<file path="config.mk">
export PLATFORM = sky130hd
export DESIGN_NAME = ahb_lite_master
export DESIGN_NICKNAME = d
export VERILOG_FILES = /design/src/rtl/ahb_lite_pkg.sv /design/src/rtl/ahb_lane_align.sv /design/src/rtl/ahb_lite_master.sv
export SDC_FILE = /design/constraint.sdc
export NUM_CORES = 1
export LEC_CHECK = 0
export CORE_ASPECT_RATIO = 0.5
export CORE_UTILIZATION = 48
export CTS_BUF_LIST = sky130_fd_sc_hd__clkbuf_8
export DETAILED_ROUTE_END_ITERATION = 8
export GPL_ROUTABILITY_DRIVEN = 0
export PLACE_DENSITY = 0.88
export SLEW_MARGIN = 30
export SYNTH_ARGS = -nofsm -noshare
export SYNTH_HDL_FRONTEND = slang
export SYNTH_SLANG_ARGS = --single-unit
</file>
<file path="constraint.sdc">
create_clock -name HCLK -period 3.25 [get_ports HCLK]
set_input_delay 0.65 -clock HCLK [delete_from_list [all_inputs] [get_ports HCLK]]
set_output_delay 0.65 -clock HCLK [all_outputs]
set_load 0.05 [all_outputs]
</file>
<file path="src/rtl/ahb_lite_pkg.sv">
// Shared AHB-Lite encodings and the initiator FSM state type.
package ahb_lite_pkg;

  localparam int unsigned DATA_W = 32;

  localparam logic [1:0] HTRANS_IDLE   = 2'b00;
  localparam logic [1:0] HTRANS_NONSEQ = 2'b10;

  localparam logic [1:0] SIZE_BYTE = 2'd0;
  localparam logic [1:0] SIZE_HALF = 2'd1;
  localparam logic [1:0] SIZE_WORD = 2'd2;

  localparam logic [2:0] HBURST_SINGLE = 3'b000;

  typedef enum logic [1:0] {
    IDLE = 2'd0,
    ADDR = 2'd1,
    DATA = 2'd2
  } state_e;

endpackage

</file>
<file path="src/rtl/ahb_lane_align.sv">
// Byte-lane steering between LSB-aligned command data and the 32-bit AHB data buses.
module ahb_lane_align
  import ahb_lite_pkg::*;
(
  input  logic [1:0]        cmd_size_i,
  input  logic [1:0]        cmd_off_i,
  input  logic [DATA_W-1:0] cmd_wdata_i,
  input  logic [1:0]        rd_size_i,
  input  logic [1:0]        rd_off_i,
  input  logic [DATA_W-1:0] rdata_i,
  output logic [DATA_W-1:0] wdata_lanes_c_o,
  output logic [DATA_W-1:0] rdata_ext_c_o,
  output logic              misaligned_c_o
);

  // Narrow writes are replicated so every lane the slave may pick holds the data.
  always_comb begin
    wdata_lanes_c_o = cmd_wdata_i;
    case (cmd_size_i)
      SIZE_BYTE: wdata_lanes_c_o = {4{cmd_wdata_i[7:0]}};
      SIZE_HALF: wdata_lanes_c_o = {2{cmd_wdata_i[15:0]}};
      default:   wdata_lanes_c_o = cmd_wdata_i;
    endcase
  end

  always_comb begin
    rdata_ext_c_o = rdata_i;
    case (rd_size_i)
      SIZE_BYTE: rdata_ext_c_o = {24'h0, rdata_i[{rd_off_i, 3'b000} +: 8]};
      SIZE_HALF: rdata_ext_c_o = {16'h0, rdata_i[{rd_off_i[1], 4'b0000} +: 16]};
      default:   rdata_ext_c_o = rdata_i;
    endcase
  end

  // Size 3 is never legal; otherwise the address must be naturally aligned.
  always_comb begin
    misaligned_c_o = 1'b0;
    case (cmd_size_i)
      SIZE_BYTE: misaligned_c_o = 1'b0;
      SIZE_HALF: misaligned_c_o = cmd_off_i[0];
      SIZE_WORD: misaligned_c_o = (cmd_off_i != 2'b00);
      default:   misaligned_c_o = 1'b1;
    endcase
  end

endmodule

</file>
<file path="src/rtl/ahb_lite_master.sv">
// Single-outstanding AHB-Lite initiator: one command in, one SINGLE transfer out, one response back.
module ahb_lite_master
  import ahb_lite_pkg::*;
#(
  parameter int unsigned ADDR_WIDTH  = 32,
  parameter logic [3:0]  HPROT_VALUE = 4'b0011
) (
  input  logic                  HCLK,
  input  logic                  HRESET,
  input  logic                  cmdValid,
  output logic                  cmdReady,
  input  logic                  cmdWrite,
  input  logic [ADDR_WIDTH-1:0] cmdAddr,
  input  logic [1:0]            cmdSize,
  input  logic [DATA_W-1:0]     cmdWdata,
  output logic                  rspValid,
  output logic [DATA_W-1:0]     rspRdata,
  output logic                  rspErr,
  output logic [ADDR_WIDTH-1:0] HADDR,
  output logic [1:0]            HTRANS,
  output logic                  HWRITE,
  output logic [2:0]            HSIZE,
  output logic [2:0]            HBURST,
  output logic [3:0]            HPROT,
  output logic                  HMASTLOCK,
  output logic [DATA_W-1:0]     HWDATA,
  input  logic [DATA_W-1:0]     HRDATA,
  input  logic                  HREADY,
  input  logic                  HRESP
);

  state_e                  state_q, state_d;
  logic [ADDR_WIDTH-1:0]   haddr_q, haddr_d;
  logic [1:0]              htrans_q, htrans_d;
  logic                    hwrite_q, hwrite_d;
  logic [2:0]              hsize_q, hsize_d;
  logic [DATA_W-1:0]       hwdata_q, hwdata_d;
  logic [DATA_W-1:0]       wdata_q, wdata_d;
  logic                    rsp_valid_q, rsp_valid_d;
  logic                    rsp_err_q, rsp_err_d;
  logic [DATA_W-1:0]       rsp_rdata_q, rsp_rdata_d;

  logic [DATA_W-1:0]       wdata_lanes_c;
  logic [DATA_W-1:0]       rdata_ext_c;
  logic                    misaligned_c;

  // HADDR/HSIZE stay stable through the data phase, so they drive read extraction.
  ahb_lane_align u_align (
    .cmd_size_i      (cmdSize),
    .cmd_off_i       (cmdAddr[1:0]),
    .cmd_wdata_i     (cmdWdata),
    .rd_size_i       (hsize_q[1:0]),
    .rd_off_i        (haddr_q[1:0]),
    .rdata_i         (HRDATA),
    .wdata_lanes_c_o (wdata_lanes_c),
    .rdata_ext_c_o   (rdata_ext_c),
    .misaligned_c_o  (misaligned_c)
  );

  always_ff @(posedge HCLK) begin
    if (HRESET) begin
      state_q     <= IDLE;
      haddr_q     <= '0;
      htrans_q    <= HTRANS_IDLE;
      hwrite_q    <= 1'b0;
      hsize_q     <= 3'b000;
      hwdata_q    <= '0;
      wdata_q     <= '0;
      rsp_valid_q <= 1'b0;
      rsp_err_q   <= 1'b0;
      rsp_rdata_q <= '0;
    end else begin
      state_q     <= state_d;
      haddr_q     <= haddr_d;
      htrans_q    <= htrans_d;
      hwrite_q    <= hwrite_d;
      hsize_q     <= hsize_d;
      hwdata_q    <= hwdata_d;
      wdata_q     <= wdata_d;
      rsp_valid_q <= rsp_valid_d;
      rsp_err_q   <= rsp_err_d;
      rsp_rdata_q <= rsp_rdata_d;
    end
  end

  always_comb begin
    state_d     = state_q;
    haddr_d     = haddr_q;
    htrans_d    = htrans_q;
    hwrite_d    = hwrite_q;
    hsize_d     = hsize_q;
    hwdata_d    = hwdata_q;
    wdata_d     = wdata_q;
    rsp_valid_d = 1'b0;
    rsp_err_d   = 1'b0;
    rsp_rdata_d = '0;

    case (state_q)
      IDLE: begin
        if (cmdValid) begin
          if (misaligned_c) begin
            // Rejected locally: respond with an error and never touch the bus.
            rsp_valid_d = 1'b1;
            rsp_err_d   = 1'b1;
          end else begin
            haddr_d  = cmdAddr;
            htrans_d = HTRANS_NONSEQ;
            hwrite_d = cmdWrite;
            hsize_d  = {1'b0, cmdSize};
            wdata_d  = wdata_lanes_c;
            state_d  = ADDR;
          end
        end
      end

      ADDR: begin
        if (HREADY) begin
          htrans_d = HTRANS_IDLE;
          if (hwrite_q) begin
            hwdata_d = wdata_q;
          end
          state_d = DATA;
        end
      end

      DATA: begin
        if (HREADY) begin
          rsp_valid_d = 1'b1;
          rsp_err_d   = HRESP;
          if (!HRESP && !hwrite_q) begin
            rsp_rdata_d = rdata_ext_c;
          end
          state_d = IDLE;
        end
      end

      default: state_d = IDLE;
    endcase
  end

  assign cmdReady  = (state_q == IDLE);
  assign rspValid  = rsp_valid_q;
  assign rspErr    = rsp_err_q;
  assign rspRdata  = rsp_rdata_q;
  assign HADDR     = haddr_q;
  assign HTRANS    = htrans_q;
  assign HWRITE    = hwrite_q;
  assign HSIZE     = hsize_q;
  assign HWDATA    = hwdata_q;
  assign HBURST    = HBURST_SINGLE;
  assign HPROT     = HPROT_VALUE;
  assign HMASTLOCK = 1'b0;

endmodule
</file>
==> flow_summary_export.csv, run 1 <==
group,metric,value,unit
logic_synthesis,synthFlopType,"dfxtp_1",
setup_path,r2r_start,"state_q[0]",
setup_path,cp-start-kind,"register",
global_route,grt_max_degree,58,
pwr,p_total,3.69,mW
clock_network,cts_buffers,17,
floorplan,core,0.0105,mm^2
drt,via_count,5050,
drt,viasPerCell,5.26,
clock_network,clk-insertion-delay-late,430,ps
setup_path,worst-path-max-fanout,8,
drt,ant_nets,0,
logic_synthesis,syn_inst,622,
timing,drv_slew,0,
timing,fmaxAchievable,388,MHz
outcome,outcome,"finished clean",
clock_network,clock_tree.root_cell,"clkbuf_8",
hold_path,whs_path_depth,2,
floorplan,dieArea,0.0115,mm^2
timing,setup_ws,670,ps
clock_network,cts_sinks,136,
global_route,antenna_found_initial,0,
drt,firstDrtPassIters,5,
timing,min_period,2580,ps
pwr,p_sw_share,26.5,%
final_layout,finalNonFillerCells,960,
pwr,clkPwrFrac,37.2,%
logic_synthesis,netlist_area,0.00531,mm^2
logic_synthesis,ys_ff_latch,136,
setup_path,end_kind,"output pin",
global_route,use_met1,31.0,%
clock_network,hold_buffers,0,
setup_path,worstSetupPathType,"reg2out",
timing,final.setup.tns,0,ps
drt,routed_wl,15300,um
timing,post-route-period-util,79.4,%
global_route,grt_overflow,0,
timing,hold_violations,0,
hold_path,min_path_type,"reg2reg",
timing,timing.slew.headroom,55.0,%
clock_network,clk_pin_slew,80,ps
final_layout,drive_gt1_share,7.32,%
clock_network,htree_levels,4,
logic_synthesis,syn_avg_cell_area,8.53,um^2
setup_path,slowest_stage,"clkdlybuf4s50_1",
clock_network,cts_tree,"built",
pwr,power_frac_seq,47.3,%
pwr,vdd_drop_max,0.000258,V
timing,fin_worst_skew,15.0,ps
final_layout,nets,911,
drt,wl_per_cell,16.0,um
global_route,grt_pass1_wl,23900,um
logic_synthesis,synth.most_common_cell,"nand2_1",
pwr,p_int,2.71,mW
pwr,p_leak,2.83,nW
clock_network,cts_setup_buffers,0,
timing,worst_slew_pin_slew,674,ps
logic_synthesis,synth-warning-count,0,
final_layout,multi_input_area,0.00230,mm^2
timing,rsz0062_at_grt,"no",
global_route,grt_use_met2,47.0,%
logic_synthesis,synth.area.top_cells,"dfxtp_1 (51%), nand2_1 (13%), a21oi_1 (8.2%)",
global_route,track_usage,26.8,%
clock_network,cts_resized,0,
floorplan,rows,26,
place,dp.cells,928,
logic_synthesis,yosysTopAreaCell,"dfxtp_1",
logic_synthesis,yosysSeqAreaShare,51.3,%
final_layout,regArea,0.00272,mm^2
final_layout,post-route-util,73.9,%
final_layout,syn_to_final_growth,45.8,%
floorplan,die_w,151,um
setup_path,slowest_delay,860,ps
global_route,gr-usage-met3,6.23,%
logic_synthesis,synth.top_cell.area_share,51.3,%
flow_run,maxCapViolCount,0,
global_route,grt_busiest_layer,"met2",
logic_synthesis,ys_async_sr_fraction,0,%
logic_synthesis,yosys-top-cells-count,"nand2_1 (186), dfxtp_1 (136), a21oi_1 (87), nor2_1 (37), clkbuf_1 (19)",
place,numPortBuffers,206,
global_route,grt_pass1_vias,4765,
floorplan,io_pins,217,
pwr,power.density,478,mW/mm^2
clock_network,clockBufferDepth,2,
hold_path,min_from,"wdata_q[3]",
final_layout,antenna_cells,0,
logic_synthesis,synth_edf_count,0,
drt,drtIter0Drc,238,
drt,post-route-drc-count,0,
setup_path,path_cells,"nor2_2 > clkdlybuf4s50_1",
pwr,switchingPower,0.980,mW
place,post-dp-hpwl,10800,um
setup_path,worstPathArrival,1930,ps
logic_synthesis,synth.distinct_cells,39,
setup_path,reg2reg_depth,5,
pwr,pwr-share-comb,15.4,%
place,post-place-ws,601,ps
setup_path,cp.required,2600,ps
floorplan,initial_core_util,50.7,%
floorplan,die-height,76.3,um
final_layout,fillers,756,
timing,setup_viol,0,
setup_path,setup.worst_path.start,"state_q[0]",
-- sequential cells by signal, indices dropped and copies added, names as in the netlist --
| signal | count |
|---|---|
| state_q | 2 |
| HSIZE | 2 |
| HWDATA | 32 |
| rspErr | 1 |
| rspValid | 1 |
| HADDR | 32 |
| HTRANS | 1 |
| HWRITE | 1 |
| wdata_q | 32 |
| rspRdata | 32 |
-- cells by family (layout without fill, tap and decap cells) --
kind of cell | count (synthesis) | count (layout) | share of synthesized area [%]
simple gates | 253 | 253 | 19.8
other cells | 2 | 10 | 0.142
compound gates | 146 | 146 | 16.9
mux | 26 | 26 | 5.52
buf+inv | 59 | 249 | 6.34
flops | 136 | 136 | 51.3
-- cells in the final DEF (no fill, tap or decap), types with 8 or more instances in the layout --
cell,count
dfxtp_1,136
a22o_1,8
a311oi_1,8
o21ai_0,16
conb_1,10
nand2_1,186
clkdlybuf4s50_1,205
nor2_1,36
mux2i_1,18
and3_1,16
a22oi_1,8
buf_4,9
a21oi_1,87
clkbuf_8,21
-- path summary, 6_finish.rpt --
path | slack [ps] | to
hold reg to reg | 450 | HWDATA[3]
setup reg to reg | 1370 | wdata_q[14]
setup / recovery | 670 | cmdReady
hold / removal | 450 | HWDATA[3]
-- stage by stage --
step / hold WS, ps / area, um^2
after floorplan: 432 / 5340
after global placement: 440 / 7340
after detailed placement: 444 / 7340
after CTS: 454 / 7740
after global routing: 473 / 7740
final: 453 / 7740
-- metal layers --
| metal | vias to the layer above | wire length, um |
|---|---|---|
| met5 | - | 0 |
| met4 | 0 | 470 |
| met3 | 40 | 1120 |
| met2 | 224 | 7600 |
| met1 | 2332 | 6130 |
| li1 | 2454 | - |
-- worst max-delay path, delay by kind of cell, from the launching register on --
| kind | cells | cell delay [ps] |
|---|---|---|
| buf+inv | 1 | 860 |
| flops | 1 | 380 |
| simple gates | 1 | 270 |
-- area by class of cell --
class	count	area share, %
flip-flops and latches	136	35.2
multi-input cells	435	29.7
repair buffers	215	27.7
clock buffers	21	3.74
well taps	140	2.26
clock inverters	11	1.37
inverters	2	0.0970
-- power by group through the flow --
stage / clock, mW / sequential [mW] / combinational, mW
after floorplan: 0 / 1.87 / 0.251
after global placement: 0 / 1.78 / 0.555
after detailed placement: 0 / 1.79 / 0.564
after CTS: 1.40 / 1.75 / 0.568
after global routing: 1.47 / 1.75 / 0.605
final: 1.38 / 1.75 / 0.570
Note: power is estimated with default switching activity, not from simulation.
==> run 2, diff against run 1 <==
--- a/config.mk
+++ b/config.mk
@@ -6,11 +6,11 @@
 export NUM_CORES = 1
 export LEC_CHECK = 0
 export CORE_ASPECT_RATIO = 0.5
-export CORE_UTILIZATION = 48
+export CORE_UTILIZATION = 44
 export CTS_BUF_LIST = sky130_fd_sc_hd__clkbuf_8
 export DETAILED_ROUTE_END_ITERATION = 8
 export GPL_ROUTABILITY_DRIVEN = 0
-export PLACE_DENSITY = 0.88
+export PLACE_DENSITY = 0.82
 export SLEW_MARGIN = 30
 export SYNTH_ARGS = -nofsm -noshare
 export SYNTH_HDL_FRONTEND = slang
==> constraint.sdc (replaced) <==
create_clock -name HCLK -period 2.51 [get_ports HCLK]
set_input_delay 0.502 -clock HCLK [delete_from_list [all_inputs] [get_ports HCLK]]
set_output_delay 0.502 -clock HCLK [all_outputs]
set_load 0.05 [all_outputs]
==> flow_summary_export.csv, run 2 (same netlist as run 1, synthesis figures left out) <==
group,metric,value,unit
clock_network,cts_tree,"built",
setup_path,slowest_delay,890,ps
setup_path,cp-start-kind,"register",
setup_path,crit_family,"buffers and inverters",
setup_path,worstSetupPathType,"reg2out",
clock_network,clock_tree.root_cell,"clkbuf_8",
place,numPortBuffers,206,
final_layout,mostFrequentLayoutCell,"clkdlybuf4s50_1",
pwr,switchingPower,1.29,mW
global_route,use_met1,29.0,%
final_layout,antenna_cells,0,
drt,routed_wl,14900,um
floorplan,die_w,157,um
final_layout,layout_common_cells,"clkdlybuf4s50_1 (204), nand2_1 (186), dfxtp_1 (136)",
timing,min_period,2440,ps
place,post-dp-hpwl,10800,um
clock_network,cts_sinks,136,
global_route,grt_pass1_wl,23600,um
pwr,power_frac_seq,45.0,%
drt,drtIter0Drc,388,
hold_path,min_path_type,"reg2reg",
global_route,grt_busiest_layer,"met2",
floorplan,core,0.0114,mm^2
final_layout,syn_to_final_growth,49.0,%
floorplan,dieArea,0.0125,mm^2
global_route,track_usage,24.2,%
clock_network,htree_levels,4,
setup_path,cp.required,2010,ps
pwr,p_sw_share,25.6,%
drt,viasPerCell,5.10,
global_route,antenna_found_initial,0,
clock_network,clk-insertion-delay-late,410,ps
timing,timing.slew.headroom,59.2,%
global_route,gr-usage-met3,5.37,%
clock_network,hold_buffers,0,
drt,ant_nets,0,
setup_path,cp_num_buf_inv,1,
global_route,grt_overflow,0,
drt,wl_per_cell,15.1,um
clock_network,cts_setup_buffers,0,
clock_network,clockBufferDepth,2,
clock_network,clk_pin_slew,70,ps
timing,drv_slew,0,
clock_network,cts_buffers,17,
timing,fmaxAchievable,409,MHz
setup_path,worst-path-max-fanout,8,
timing,setup_viol,0,
floorplan,io_pins,217,
outcome,outcome,"finished clean",
pwr,p_int,3.75,mW
pwr,pwr-share-comb,14.9,%
timing,final.setup.tns,0,ps
floorplan,rows,27,
final_layout,nets,918,
final_layout,fillers,921,
timing,holdWs,455,ps
setup_path,r2r_slack,890,ps
pwr,vdd_drop_max,0.000421,V
flow_run,maxCapViolCount,0,
timing,fin_worst_skew,11.3,ps
floorplan,initial_core_util,46.7,%
timing,worst_slew_pin_slew,611,ps
global_route,grt_use_met2,43.1,%
clock_network,cts_resized,0,
pwr,p_leak,2.89,nW
timing,rsz0062_at_grt,"no",
global_route,grt_pass1_vias,4772,
setup_path,slowest_stage,"clkdlybuf4s50_1",
final_layout,drive_gt1_share,8.59,%
timing,hold_violations,0,
setup_path,worstPathArrival,1940,ps
drt,via_count,5030,
drt,post-route-drc-count,0,
pwr,power.density,637,mW/mm^2
timing,post-route-period-util,97.4,%
global_route,grt_max_degree,69,
setup_path,path_cells,"nor2_2 > clkdlybuf4s50_1",
pwr,clkPwrFrac,40.1,%
drt,firstDrtPassIters,5,
setup_path,end_kind,"output pin",
floorplan,die-height,79.7,um
-- run 2: cell count changes in the layout (fill, tap and decap cells not counted), sizes merged --
cell / before / now
buf: 10 / 18
bufinv: 2 / 4
clkdlybuf4s50: 205 / 204
clkinvlp: 1 / 2
inv: 5 / 2
-- run 2: layout make-up --
class / instances / area [um^2] / share of cell area [%]
well taps: 159 / 199 / 2.52
flip-flops and latches: 136 / 2720 / 34.4
inverters: 2 / 7.51 / 0.0950
repair buffers: 222 / 2220 / 28.1
clock buffers: 21 / 289 / 3.66
clock inverters: 11 / 168 / 2.12
multi-input cells: 435 / 2300 / 29.0
-- run 2: power groups by stage --
stage	clock network, mW	registers (mW)	logic, mW
finish	2.02	2.27	0.748
global route	2.16	2.28	0.799
CTS	2.05	2.27	0.749
detailed placement	0	2.32	0.745
global placement	0	2.31	0.728
floorplan	0	2.42	0.325
-- run 2: final timing paths --
kind	startpoint	to	cells after the start
setup reg to reg	state_q[0]	wdata_q[10]	5
hold / removal	HWDATA[23]	HWDATA[23]	2
setup / recovery	state_q[0]	cmdReady	2
hold reg to reg	HWDATA[23]	HWDATA[23]	2
-- run 2: stage by stage --
stage	instance area, um^2	cells	utilization [%]	setup WS, ps	power, mW
6_report	7900	986	69.6	66.0	5.03
2_1_floorplan	5340	630	-	712	2.75
5_1_grt	7900	986	69.6	12.2	5.24
4_1_cts	7900	986	69.6	38.3	5.07
3_3_place_gp	7420	953	65.4	291	3.04
3_5_place_dp	7450	954	65.6	249	3.06
-- run 2: tightest hold or removal path: stages (launching register included) --
cell and delay, ps:
dfxtp_1 310, nand2_1 50, a21oi_1 50
-- run 2: layer usage --
| layer | wire length [um] | vias to the layer above |
|---|---|---|
| met4 | 163 | 0 |
| li1 | - | 2470 |
| met2 | 7560 | 173 |
| met3 | 975 | 15 |
| met5 | 0 | - |
| met1 | 6210 | 2372 |
